--- src/rtl/window_gen.sv ---
// window_gen: 3x3 sliding-window generator over a raster pixel stream.
// Optional WINDOW_GEN_SOF_EN adds sof_in to resynchronise the counters.
module window_gen #(
  parameter int DATA_WIDTH  = 8,
  parameter int KERNEL_SIZE = 3,
  parameter int IMG_WIDTH   = 28,
  parameter int IMG_HEIGHT  = 28
) (
  input  logic                                        clk,
  input  logic                                        rst_n,
  input  logic                                        pixel_valid,
  input  logic [DATA_WIDTH-1:0]                       pixel_in,
`ifdef WINDOW_GEN_SOF_EN
  input  logic                                        sof_in,
`endif
  output logic                                        window_valid,
  output logic [DATA_WIDTH*KERNEL_SIZE*KERNEL_SIZE-1:0] window_out,
  output logic                                        frame_done
);

  localparam int K  = KERNEL_SIZE;
  localparam int NW = K * K;
  localparam int CW = (IMG_WIDTH > 1) ? $clog2(IMG_WIDTH) : 1;
  localparam int RW = (IMG_HEIGHT > 1) ? $clog2(IMG_HEIGHT) : 1;

  localparam logic [CW-1:0] COL_LAST = CW'(IMG_WIDTH - 1);
  localparam logic [RW-1:0] ROW_LAST = RW'(IMG_HEIGHT - 1);
  localparam logic [CW-1:0] COL_MIN  = CW'(K - 1);
  localparam logic [RW-1:0] ROW_MIN  = RW'(K - 1);

  typedef logic [DATA_WIDTH-1:0] pix_t;

  // position of the next pixel to be accepted
  logic [CW-1:0] col;
  logic [RW-1:0] row;

  // position actually used for the pixel on the bus this cycle
  logic [CW-1:0] col_cur;
  logic [RW-1:0] row_cur;

  logic          sof;
  logic          accept;
  logic          col_end;
  logic          frame_end;
  logic          win_hit;

  // two previous rows, indexed by column
  pix_t          lb_top [IMG_WIDTH];
  pix_t          lb_mid [IMG_WIDTH];

  // incoming column: top (row-2), middle (row-1), current pixel
  pix_t          new_col [K];

  // shifting 3x3 register window and its next value
  pix_t          win_q [NW];
  pix_t          win_d [NW];

  logic [DATA_WIDTH*NW-1:0] win_packed;

`ifdef WINDOW_GEN_SOF_EN
  assign sof = sof_in;
`else
  assign sof = 1'b0;
`endif

  assign accept = pixel_valid;

  // a start-of-frame pixel is forced to (row 0, col 0)
  always_comb begin
    col_cur   = col;
    row_cur   = row;
    if (sof) begin
      col_cur = '0;
      row_cur = '0;
    end
    col_end   = (col_cur == COL_LAST);
    frame_end = col_end && (row_cur == ROW_LAST);
    win_hit   = (row_cur >= ROW_MIN) && (col_cur >= COL_MIN);
  end

  // raster position counters, advanced only by accepted pixels
  always_ff @(posedge clk) begin
    if (!rst_n) begin
      col <= '0;
      row <= '0;
    end else if (accept) begin
      if (frame_end) begin
        col <= '0;
        row <= '0;
      end else if (col_end) begin
        col <= '0;
        row <= row_cur + RW'(1);
      end else begin
        col <= col_cur + CW'(1);
        row <= row_cur;
      end
    end
  end

  // column fetched from the line buffers at the current position
  always_comb begin
    new_col[0] = lb_top[col_cur];
    new_col[1] = lb_mid[col_cur];
    new_col[2] = pixel_in;
  end

  // line buffers push the current column down by one row
  always_ff @(posedge clk) begin
    if (accept) begin
      lb_top[col_cur] <= lb_mid[col_cur];
      lb_mid[col_cur] <= pixel_in;
    end
  end

  // next window: every row shifts left, new column enters on the right
  always_comb begin
    for (int i = 0; i < NW; i++) begin
      win_d[i] = '0;
    end
    for (int r = 0; r < K; r++) begin
      for (int c = 0; c < K - 1; c++) begin
        win_d[r*K+c] = win_q[r*K+c+1];
      end
      win_d[r*K+K-1] = new_col[r];
    end
  end

  // pack element i = 3*r + c into its output slice
  always_comb begin
    win_packed = '0;
    for (int i = 0; i < NW; i++) begin
      win_packed[(i+1)*DATA_WIDTH-1 -: DATA_WIDTH] = win_d[i];
    end
  end

  // register window shifts once per accepted pixel
  always_ff @(posedge clk) begin
    if (!rst_n) begin
      for (int i = 0; i < NW; i++) begin
        win_q[i] <= '0;
      end
    end else if (accept) begin
      for (int i = 0; i < NW; i++) begin
        win_q[i] <= win_d[i];
      end
    end
  end

  // publish complete windows only; output holds between windows
  always_ff @(posedge clk) begin
    if (!rst_n) begin
      window_valid <= 1'b0;
      frame_done   <= 1'b0;
      window_out   <= '0;
    end else begin
      window_valid <= accept && win_hit;
      frame_done   <= accept && frame_end;
      if (accept && win_hit) begin
        window_out <= win_packed;
      end
    end
  end

endmodule

--- config.mk ---
export PLATFORM = sky130hd
export DESIGN_NAME = window_gen
export DESIGN_NICKNAME = d
export VERILOG_FILES = /design/src/rtl/window_gen.sv
export SDC_FILE = /design/constraint.sdc
export NUM_CORES = 1
export LEC_CHECK = 0
export ABC_AREA = 1
export CORE_MARGIN = 10
export CORE_UTILIZATION = 35
export CTS_CLUSTER_SIZE = 30
export DETAILED_ROUTE_END_ITERATION = 10
export MAX_ROUTING_LAYER = met4
export SLEW_MARGIN = 5
export SYNTH_ARGS = -nofsm -noshare
export SYNTH_HDL_FRONTEND = slang
export SYNTH_SLANG_ARGS = --single-unit
--- constraint.sdc ---
create_clock -name clk -period 2.42 [get_ports clk]
set_clock_uncertainty 0.15 [all_clocks]
set_input_delay 0.484 -clock clk [delete_from_list [all_inputs] [get_ports clk]]
set_output_delay 0.484 -clock clk [all_outputs]
set_load 0.005 [all_outputs]
=== After elaboration in Yosys (flattened, before gate mapping) ===
Memories as Yosys holds them, arrays and structs flattened. A register that Yosys moved wholly into a read port is not among the register bits.
Index checks and enable logic that the tools add are counted.

* Add/subtract/negate cells: 2
* Order comparisons: 2
* Equality and inequality tests: 2
* Muxes and demuxes: 22
* Bitwise operators: 9
* Reduce and logical (&&, ||, !) cells: 6

{| class="wikitable"
|+ Operator list
! cell !! number
|-
| $mux W8 || 9
|-
| $mux W5 || 8
|-
| $add A5 B1 Y5 const B || 2
|-
| $eq A5 B5 Y1 const B || 2
|-
| $ge A5 B2 Y1 const B || 2
|-
| $or A1 B1 Y1 || 9
|-
| $mux W1 || 5
|-
| $logic_and A1 B1 Y1 || 4
|-
| $reduce_and A2 Y1 || 1
|-
| $reduce_bool A2 Y1 || 1
|}

* Register bits after elaboration: 84
* Memory bits (writable): 520
* Input port bits: 11
* Output and inout port bits: 74
* Word-level logic and storage cells: 51
* Memories: 3

{| class="wikitable"
|+ Memories
! memory !! depth !! width !! rd ports !! clocked after memory_dff !! write ports !! line !! RTL
|-
| lb_mid || 28 || 8 || 1 || 1 || 1 || 49 || <nowiki>pix_t lb_mid [IMG_WIDTH];</nowiki>
|-
| lb_top || 28 || 8 || 1 || 1 || 1 || 48 || <nowiki>pix_t lb_top [IMG_WIDTH];</nowiki>
|-
| win_q || 9 || 8 || 6 || 0 || 9 || 55 || <nowiki>pix_t win_q [NW];</nowiki>
|}

=== Longest topological paths before layout ===
* Word-level depth: 5
* Gate-level depth with buffers: 13

=== Worst setup path before layout ===
OpenSTA, ideal clock, no wires.

* Path type: input -> register
* Start point: in rst_n
* End point: reg with a tool-made name
* Library setup time: 119 ps
* Data arrival time: 2063 ps
* Required time: 2151 ps
* Slack: 88 ps
* Cell stages on the path: 3
* Buffers on the path: 1
* Path through: clkbuf_1 nand2_1 o21ai_0

{| class="wikitable"
|+ RTL lines
! element !! line !! RTL
|-
| from (decl) || 10 || <nowiki>input logic rst_n,</nowiki>
|}

==> results.toml <==
[critical_path]
worstPathMaxFanout = 31
rr_worst_depth = 10
critPathArrivalTime_ns = 2.53
critical_path_class = "register to register"
r2r_setup_slack_ns = 0.09
startpoint_type = "register"
regToRegEndpoint = "lb_top[5][1]"
end_kind = "register"
cp.required_ns = 2.62

[floorplanning]
die_w_microns = 282.5
std_cell_rows = 96
dieArea_sq_mm = 0.07979
core_sq_mm = 0.06847
die_h_microns = 282.5
floorplan.initialDensity = 0.3522
num_io_pins = 85

[finish]
num-nets-final = 2459
syn2layout_area_growth_pct = 20.26
final_common_cell = "nand2_1"
antenna_cells = 0
mostFrequentLayoutCells = "nand2_1, edfxtp_1, inv_1, nand3_1, nor2_1"
final_cells = 3375
post-route-util = 0.4235
drive_gt1_frac = 0.1007

[grt]
antenna_found_initial = 0
gr-usage-all-layers = 0.1673
grt_max_degree = 93
grt_pass1_wl_microns = 99470
grt_pass1_vias = 16200
overflow = 0

[timing]
final.setup.tns_ns = 0
whs_ns = 0.08976
maxSlewViolCount = 0
fin_crit_sh = 0.9637
fmax_mhz = 428.8
finalSetupViolations = 0
hold_viol = 0
worst_pin_slew_ns = 0.8005
slew-limit-headroom = 0.4658
rsz0062_at_grt = "no"
layout_min_cycle_time_ns = 2.332

[logic_synthesis]
synth.distinct_cells = 28
avgSynthCellArea_sq_um = 10.50
synthesis.area_sq_mm = 0.02411
syn_nets = 2313
yosys-top-cells-area = "edfxtp_1, nand2_1, dfxtp_1"
ys_seq_area_frac = 0.6916
syn_inst = 2296
synth_area_leader_cell = "edfxtp_1"
yosysWarnings = 0
synth_top_area_share = 0.6177
ys_ff_latch = 585

[min_path]
hold_class = "input port to register"
hold_end = "row[1]"
min_from = "rst_n"
hold_depth = 3

[cts]
cts.clk_slew.worst_paths_ns = 0.06
cts_setup_buffers = 0
numClockSinks = 585
cts_buffers = 59
insertion_delay_ns = 0.62
cts_root_buf = "clkbuf_16"
cts.path.max_buffers = 3
cts_tree = "done"
htreeDepth = 2

[place]
hpwlAfterDp_microns = 41510
gp_congestion = 0.9101
dpl.cell_count = 3263
io_buffers = 84

[power_and_ir_drop]
peakVddDrop_mv = 0.5917
leakage_nw = 11.61
powerDensity_mw_per_mm2 = 770.1
finalPower_w = 0.02233

[drt]
wire_per_inst_microns = 19.41
drt_drc_violations_left = 0
viasPerCell = 4.932
num_vias = 16650
drt_iter0_markers = 1647
drt_first_pass_iters = 6
wl_microns = 65520
route.antenna.remaining_nets = 0

[run]
cap_violations = 0

[outcome]
outcome = "finished, final reports clean"
## stage by stage
step,area [sq um],setup slack [ns]
6_report,29000,0.08774
5_1_grt,29000,0.001245
4_1_cts,28950,0.01781
3_3_place_gp,26990,0.01242
3_5_place_dp,26990,0.009979
2_1_floorplan,24110,0.08772
## cell families after synthesis
kind of cell / after synthesis / synth area share
flops: 585 / 0.6916
xor+xnor: 2 / 0.0007267
buf+inv: 444 / 0.07852
compound gates: 174 / 0.03902
simple gates: 1085 / 0.1870
fa+ha+maj: 6 / 0.003114
## cell type report
type	instances	area, sq um
fillers	6462	39470
flip-flops and latches	585	16680
multi-input cells	1267	5584
repair buffers	208	2457
clock buffers	80	1699
inverters	321	1212
well taps	882	1104
clock inverters	32	254.0
## synth_stat cells, drive strengths merged
cell type	number
nor3	2
o211ai	14
dfxtp	89
nand2	652
a211oi	1
buf	90
edfxtp	496
o31ai	1
inv	321
nor2	112
nand4	2
xor2	2
clkbuf	33
a21oi	77
o21a	12
o21ai	69
nand3	310
ha	6
or2	7
## state kept, by name (all words and copies together), names as in the netlist, named ones only
| name | flops |
|---|---|
| lb_top | 224 |
| window_valid | 1 |
| frame_done | 1 |
| col | 5 |
| lb_mid | 224 |
| row | 5 |
| window_out | 72 |
| win_q | 48 |
## worst max-delay path, stage by stage, from the launching register on
cell     delay (ns)
dfxtp_4        0.40
inv_6          0.15
buf_16         0.22
nand2_1        0.09
nand3_1        0.08
nand3_1        0.10
nand2_1        0.13
nand2_1        0.17
nand3_4        0.18
nand2_1        0.15
buf_12         0.20
## power by group
part           internal, W  switching [W]  leakage, nW
Combinational     0.000619        0.00137         5.37
Sequential          0.0112      0.0000422         5.29
Clock              0.00524        0.00386        0.960
## per-layer routing
layer	global-route usage	up-vias	part of all wire
met5	-	-	0
met4	0.04801	0	0.024
met3	0.02845	95	0.077
met2	0.2603	630	0.46
met1	0.2227	8082	0.44
li1	-	7839	-
## worst max-delay path by stage
stage,start,endpoint,cells past startpoint
floorplan,rst_n,register,3
global placement,register,lb_top[15][7],9
detailed placement,register,lb_top[15][7],9
CTS,register,lb_top[4][6],7
global route,register,lb_top[2][1],10
finish,register,lb_top[5][1],10
## repair_timing
| action | in CTS | in global routing |
|---|---|---|
| pin swaps | 0 | 1 |
| hold buffers | 0 | 0 |
| endpoints found under the setup margin | 47 | 117 |
| resized for setup | 2 | 11 |
No activity file was read; power rests on OpenSTA's default activity.
